**src/rtl/seq_divider_if.sv**
```systemverilog
// Handshake/result bundle for the sequential divider.
// The master drives the operands and start; the slave returns the results and status.
interface seq_divider_if #(
  parameter int DW = 12,
  parameter int VW = 6
);
  logic          start;
  logic [DW-1:0] dividend;
  logic [VW-1:0] divisor;
  logic [DW-1:0] quotient;
  logic [VW-1:0] remainder;
  logic          busy;
  logic          done;
  logic          dbz;

  modport master (
    output start, dividend, divisor,
    input  quotient, remainder, busy, done, dbz
  );

  modport slave (
    input  start, dividend, divisor,
    output quotient, remainder, busy, done, dbz
  );
endinterface

```
**src/rtl/seq_divider.sv**
```systemverilog
// Restoring unsigned divider: one quotient bit per RUN cycle, DW cycles per operation.
// Results are copied to the output registers only when leaving FIN, so the outputs
// never show partial values while a division is running.
module seq_divider #(
  parameter int DW = 12,
  parameter int VW = 6
) (
  input  logic          clk,
  input  logic          rst,
  seq_divider_if.slave  bus
);

  localparam int             CW       = $clog2(DW + 1);
  localparam logic [CW-1:0]  CNT_LAST = CW'(DW - 1);
  localparam logic [CW-1:0]  CNT_ONE  = CW'(1);

  typedef enum logic [1:0] {
    IDLE = 2'd0,
    RUN  = 2'd1,
    FIN  = 2'd2
  } state_e;

  state_e         state_q, state_d;
  logic [DW-1:0]  q_q, q_d;          // dividend shifting out / quotient shifting in
  logic [VW:0]    r_q, r_d;          // partial remainder, one guard bit wide
  logic [VW-1:0]  dvs_q, dvs_d;      // latched divisor
  logic [CW-1:0]  cnt_q, cnt_d;      // completed iterations
  logic [DW-1:0]  quo_q, quo_d;
  logic [VW-1:0]  rem_q, rem_d;
  logic           busy_q, busy_d;
  logic           done_q, done_d;
  logic           dbz_q, dbz_d;

  logic [VW+1:0]  shift_s;           // {R,Q} shifted left, upper part only
  logic [VW+1:0]  trial_s;           // shifted R minus divisor; top bit set means negative

  // Trial subtraction for the current restoring step.
  always_comb begin
    shift_s = {r_q, q_q[DW-1]};
    trial_s = shift_s - {2'b00, dvs_q};
  end

  // Next-state and datapath update for the IDLE/RUN/FIN sequence.
  always_comb begin
    state_d = state_q;
    q_d     = q_q;
    r_d     = r_q;
    dvs_d   = dvs_q;
    cnt_d   = cnt_q;
    quo_d   = quo_q;
    rem_d   = rem_q;
    dbz_d   = dbz_q;
    done_d  = 1'b0;

    case (state_q)
      IDLE: begin
        if (bus.start) begin
          dvs_d = bus.divisor;
          r_d   = {(VW+1){1'b0}};
          cnt_d = {CW{1'b0}};
          if (bus.divisor != {VW{1'b0}}) begin
            q_d     = bus.dividend;
            dbz_d   = 1'b0;
            state_d = RUN;
          end else begin
            // Divide by zero: saturated quotient, no iterations.
            q_d     = {DW{1'b1}};
            dbz_d   = 1'b1;
            state_d = FIN;
          end
        end else begin
          state_d = IDLE;
        end
      end
      RUN: begin
        cnt_d = cnt_q + CNT_ONE;
        if (!trial_s[VW+1]) begin
          r_d = trial_s[VW:0];
          q_d = {q_q[DW-2:0], 1'b1};
        end else begin
          r_d = shift_s[VW:0];
          q_d = {q_q[DW-2:0], 1'b0};
        end
        if (cnt_q == CNT_LAST) begin
          state_d = FIN;
        end else begin
          state_d = RUN;
        end
      end
      FIN: begin
        quo_d   = q_q;
        rem_d   = r_q[VW-1:0];
        done_d  = 1'b1;
        state_d = IDLE;
      end
      default: begin
        state_d = IDLE;
      end
    endcase

    busy_d = (state_d != IDLE);
  end

  // State and datapath registers; reset discards any operation in flight.
  always_ff @(posedge clk or negedge rst) begin
    if (!rst) begin
      state_q <= IDLE;
      q_q     <= {DW{1'b0}};
      r_q     <= {(VW+1){1'b0}};
      dvs_q   <= {VW{1'b0}};
      cnt_q   <= {CW{1'b0}};
      quo_q   <= {DW{1'b0}};
      rem_q   <= {VW{1'b0}};
      busy_q  <= 1'b0;
      done_q  <= 1'b0;
      dbz_q   <= 1'b0;
    end else begin
      state_q <= state_d;
      q_q     <= q_d;
      r_q     <= r_d;
      dvs_q   <= dvs_d;
      cnt_q   <= cnt_d;
      quo_q   <= quo_d;
      rem_q   <= rem_d;
      busy_q  <= busy_d;
      done_q  <= done_d;
      dbz_q   <= dbz_d;
    end
  end

  assign bus.quotient  = quo_q;
  assign bus.remainder = rem_q;
  assign bus.busy      = busy_q;
  assign bus.done      = done_q;
  assign bus.dbz       = dbz_q;

endmodule
```
**src/flat_wrapper.sv**
```systemverilog
// flat-port wrapper written by rule: the top's interface ports become plain ports
module seq_divider_flat 
#(
  parameter int DW = 12,
  parameter int VW = 6
)
  (clk, rst, bus_start, bus_dividend, bus_divisor, bus_quotient, bus_remainder, bus_busy, bus_done, bus_dbz);
  seq_divider_if #(.DW(DW), .VW(VW)) bus_i ();
  input  logic clk;
  input  logic rst;
  input wire logic [$bits(bus_i.start)-1:0] bus_start;
  input wire logic [$bits(bus_i.dividend)-1:0] bus_dividend;
  input wire logic [$bits(bus_i.divisor)-1:0] bus_divisor;
  output wire logic [$bits(bus_i.quotient)-1:0] bus_quotient;
  output wire logic [$bits(bus_i.remainder)-1:0] bus_remainder;
  output wire logic [$bits(bus_i.busy)-1:0] bus_busy;
  output wire logic [$bits(bus_i.done)-1:0] bus_done;
  output wire logic [$bits(bus_i.dbz)-1:0] bus_dbz;
  assign bus_i.start = bus_start;
  assign bus_i.dividend = bus_dividend;
  assign bus_i.divisor = bus_divisor;
  assign bus_quotient = bus_i.quotient;
  assign bus_remainder = bus_i.remainder;
  assign bus_busy = bus_i.busy;
  assign bus_done = bus_i.done;
  assign bus_dbz = bus_i.dbz;
  seq_divider #(.DW(DW), .VW(VW)) u_core (.clk(clk), .rst(rst), .bus(bus_i));
endmodule
```
**config.mk**
```make
export PLATFORM = sky130hd
export DESIGN_NAME = seq_divider_flat
export DESIGN_NICKNAME = d
export VERILOG_FILES = /design/src/rtl/seq_divider_if.sv /design/src/rtl/seq_divider.sv /design/src/flat_wrapper.sv
export SDC_FILE = /design/constraint.sdc
export NUM_CORES = 1
export LEC_CHECK = 0
export CAP_MARGIN = 15
export CORE_MARGIN = 3
export CORE_UTILIZATION = 50
export CTS_CLUSTER_DIAMETER = 40
export DETAILED_ROUTE_END_ITERATION = 6
export GPL_TIMING_DRIVEN = 0
export PLACE_DENSITY = 0.76
export SLEW_MARGIN = 20
export SYNTH_ARGS = -nofsm -noshare
export SYNTH_HDL_FRONTEND = slang
export SYNTH_SLANG_ARGS = --single-unit
```
**constraint.sdc**
```tcl
create_clock -name clk -period 4.8 [get_ports clk]
set_clock_uncertainty 0.05 [all_clocks]
set_input_delay 0.72 -clock clk [delete_from_list [all_inputs] [get_ports clk]]
set_output_delay 0.72 -clock clk [all_outputs]
set_load 0.02 [all_outputs]
```
==> results.cfg <==
[clock_tree]
numCtsBuffers = 5
postCtsSetupBuffers = 0
max-clock-path-buffers = 2
h-tree-depth = 2
cts-root-buf = clkbuf_8
cts.sinks = 52
hold_buffers = 0
worst_skew_pair.late_latency_ns = 0.30
cts_tree = built
cts_resized = 0
clk_pin_slew_ns = 0.09

[synth]
postSynth.asyncResetShare = 1.000
synth.avg_cell_area_um2 = 10.75
synth_enable_flop_cells = 0
synth_cell_types = 37
ys_ff_latch = 52
synth_warnings = 0
syn-num-nets = 258
syn_area_um2 = 2462
ys_seq_area_frac = 0.5285
synthFlopType = dfrtp_1
syn-instance-count = 229

[routing]
drtAntennaViolNets = 0
post-route-drc-count = 0
vias = 1842
routedWlPerCell_um = 14.56
drt_pass1_iterations = 4
wl_um = 4995
vias_per_cell = 5.370
drt_iter0_markers = 99

[floorplan]
io_pins = 42
coreArea_um2 = 4564
rows = 24
die_y_um = 76.18
dieWidth_um = 76.18
die_area_um2 = 5803
initial_core_util = 0.5395

[power_and_ir_drop]
ir_worst_vdd_v = 0.0003911
finalPower_w = 0.002190
leakagePower_nw = 1.360
powerDensity_nw_per_um2 = 719.0

[grt]
grt_use_total = 0.1799
grt_antenna_before_repair = 0
grt_max_degree = 53
grt_pass1_vias = 1785
grt_pass1_wl_um = 8445
grt_overflow = 0

[timing]
slew_violations = 0
slew_headroom = 0.5792
rsz0062_at_grt = no
finalHoldViolations = 0
max_freq_ghz = 0.4306
worst_slew_pin_slew_ns = 0.6313
fin_crit_sh = 0.4839
setup_violations = 0
period_minus_slack_ns = 2.323
setup_tns_ns = 0
fin_hold_ws_ns = 0.3867

[finish]
final_util = 0.6672
areaGrowthSynthToFinish_pct = 23.68
num-nets-final = 306
antennaDiodeCount = 0
drive_above_1_share = 0.1511

[critical_path]
crit_path_end_kind = flop
crit_arrival_ns = 2.46
required_ns = 4.94
worstPathMaxFanout = 9
start_kind = flop
critical_path_class = reg -> reg
r2r_slack_ns = 2.48

[hold_path]
hp-class = in -> async

[status]
outcome = finished clean

[run]
max_cap_violations = 0

[place]
port-buffer-count = 41
hpwlAfterDp_um = 3548
gp_congestion = 0.8349
-- cell usage in the layout, fill, tap and decap left out, types with 2 or more instances in the layout --
cell type | netlist | routed
o22ai_1 | 12 | 12
nor2_1 | 32 | 32
clkbuf_1 | 8 | 9
o211ai_1 | 6 | 6
clkbuf_8 | 0 | 6
nor4_1 | 2 | 2
dfrtp_1 | 52 | 52
nand3_1 | 11 | 11
nand2b_1 | 2 | 2
nand4_1 | 5 | 5
a21oi_1 | 5 | 5
a221o_1 | 2 | 2
buf_6 | 3 | 3
xor2_1 | 3 | 3
mux2_2 | 23 | 23
nand2_1 | 19 | 19
nor2b_1 | 2 | 2
clkdlybuf4s50_1 | 0 | 40
inv_1 | 10 | 10
o21ai_0 | 6 | 6
or2_2 | 2 | 2
ha_1 | 7 | 7
-- cell type report --
type	count	area, um^2
Buffer	11	63.81
Clock buffer	7	86.33
Clock inverter	1	7.507
Fill cell	387	1519
Inverter	10	37.54
Multi-Input combinational cell	156	1060
Sequential cell	52	1301
Tap cell	65	81.33
Timing Repair Buffer	41	407.9
-- flip-flops by register name (all words and copies together) (netlist names) --
register and flops:
u_core.bus.quotient 12, u_core.q_q 12, u_core.r_q 7, u_core.bus.remainder 6, u_core.dvs_q 6, u_core.cnt_q 4
u_core.state_q 2, u_core.bus.busy 1, u_core.bus.dbz 1, u_core.bus.done 1
-- Yosys cell counts, drive strengths merged, types with 3 or more instances --
library cell   n  area (um^2)
ha             7        87.58
buf            3        33.78
o21ai          7        38.79
nand4          5        31.28
xor2           3        26.28
mux2          23        259.0
clkbuf         8        30.03
nand3         11        55.05
nor2          33        126.4
o211ai         6        45.04
a21oi          6        33.78
o22ai         12        75.07
dfrtp         52         1301
or2            3        18.77
nand2         19        71.32
inv           10        37.54
-- metrics by stage --
step,instances,instance area (um^2),setup slack [ns]
6_report,343,3045,2.477
5_1_grt,343,3045,2.381
4_1_cts,343,3045,2.473
3_5_place_dp,335,2952,2.280
3_3_place_gp,335,2954,1.474
2_1_floorplan,229,2462,2.638
-- per-layer routing --
metal,GRT usage,vias to the layer above,wire (um)
li1,-,897,-
met1,0.2488,879,2330
met2,0.2872,64,2332
met3,0.03783,2,296
met4,0.05254,0,36
met5,0,-,0
-- kinds of logic after synthesis --
family | Yosys count | synth area share
DFF | 52 | 0.5285
buffers and inverters | 21 | 0.04116
and+or+nand+nor | 81 | 0.1504
xor gates and xnor gates | 4 | 0.01423
AOI/OAI and AO/OA | 40 | 0.1169
muxes | 23 | 0.1052
adders and majority gates | 8 | 0.04370
-- where the power goes --
| group | total (W) | internal [W] | switching, W |
|---|---|---|---|
| Combinational | 0.00117 | 0.000559 | 0.000607 |
| Clock | 0.000259 | 0.000117 | 0.000141 |
| Sequential | 0.000765 | 0.000627 | 0.000138 |
| Total | 0.00219 | 0.00130 | 0.000887 |
-- critical path, cell delays in order, from the launching register on --
cell and delay [ns]:
dfrtp_1 0.46, ha_1 0.29, or2b_1 0.19, a21oi_2 0.10, a2111o_1 0.43, buf_6 0.15, and2_4 0.13, buf_6 0.12
a221o_1 0.29
-- path summary, 6_finish.rpt --
kind	from	to	depth (start not counted)
setup / recovery	u_core.r_q[0]	u_core.r_q[2]	8
hold / removal	rst	u_core.bus.quotient[8]	1
setup reg to reg	u_core.r_q[0]	u_core.r_q[2]	8
hold reg to reg	u_core.bus.quotient[11]	u_core.bus.quotient[11]	2
max in group asynchronous	rst	u_core.dvs_q[1]	1
min in group clk	u_core.bus.quotient[11]	u_core.bus.quotient[11]	2
Power figures use the tool's default switching activity.
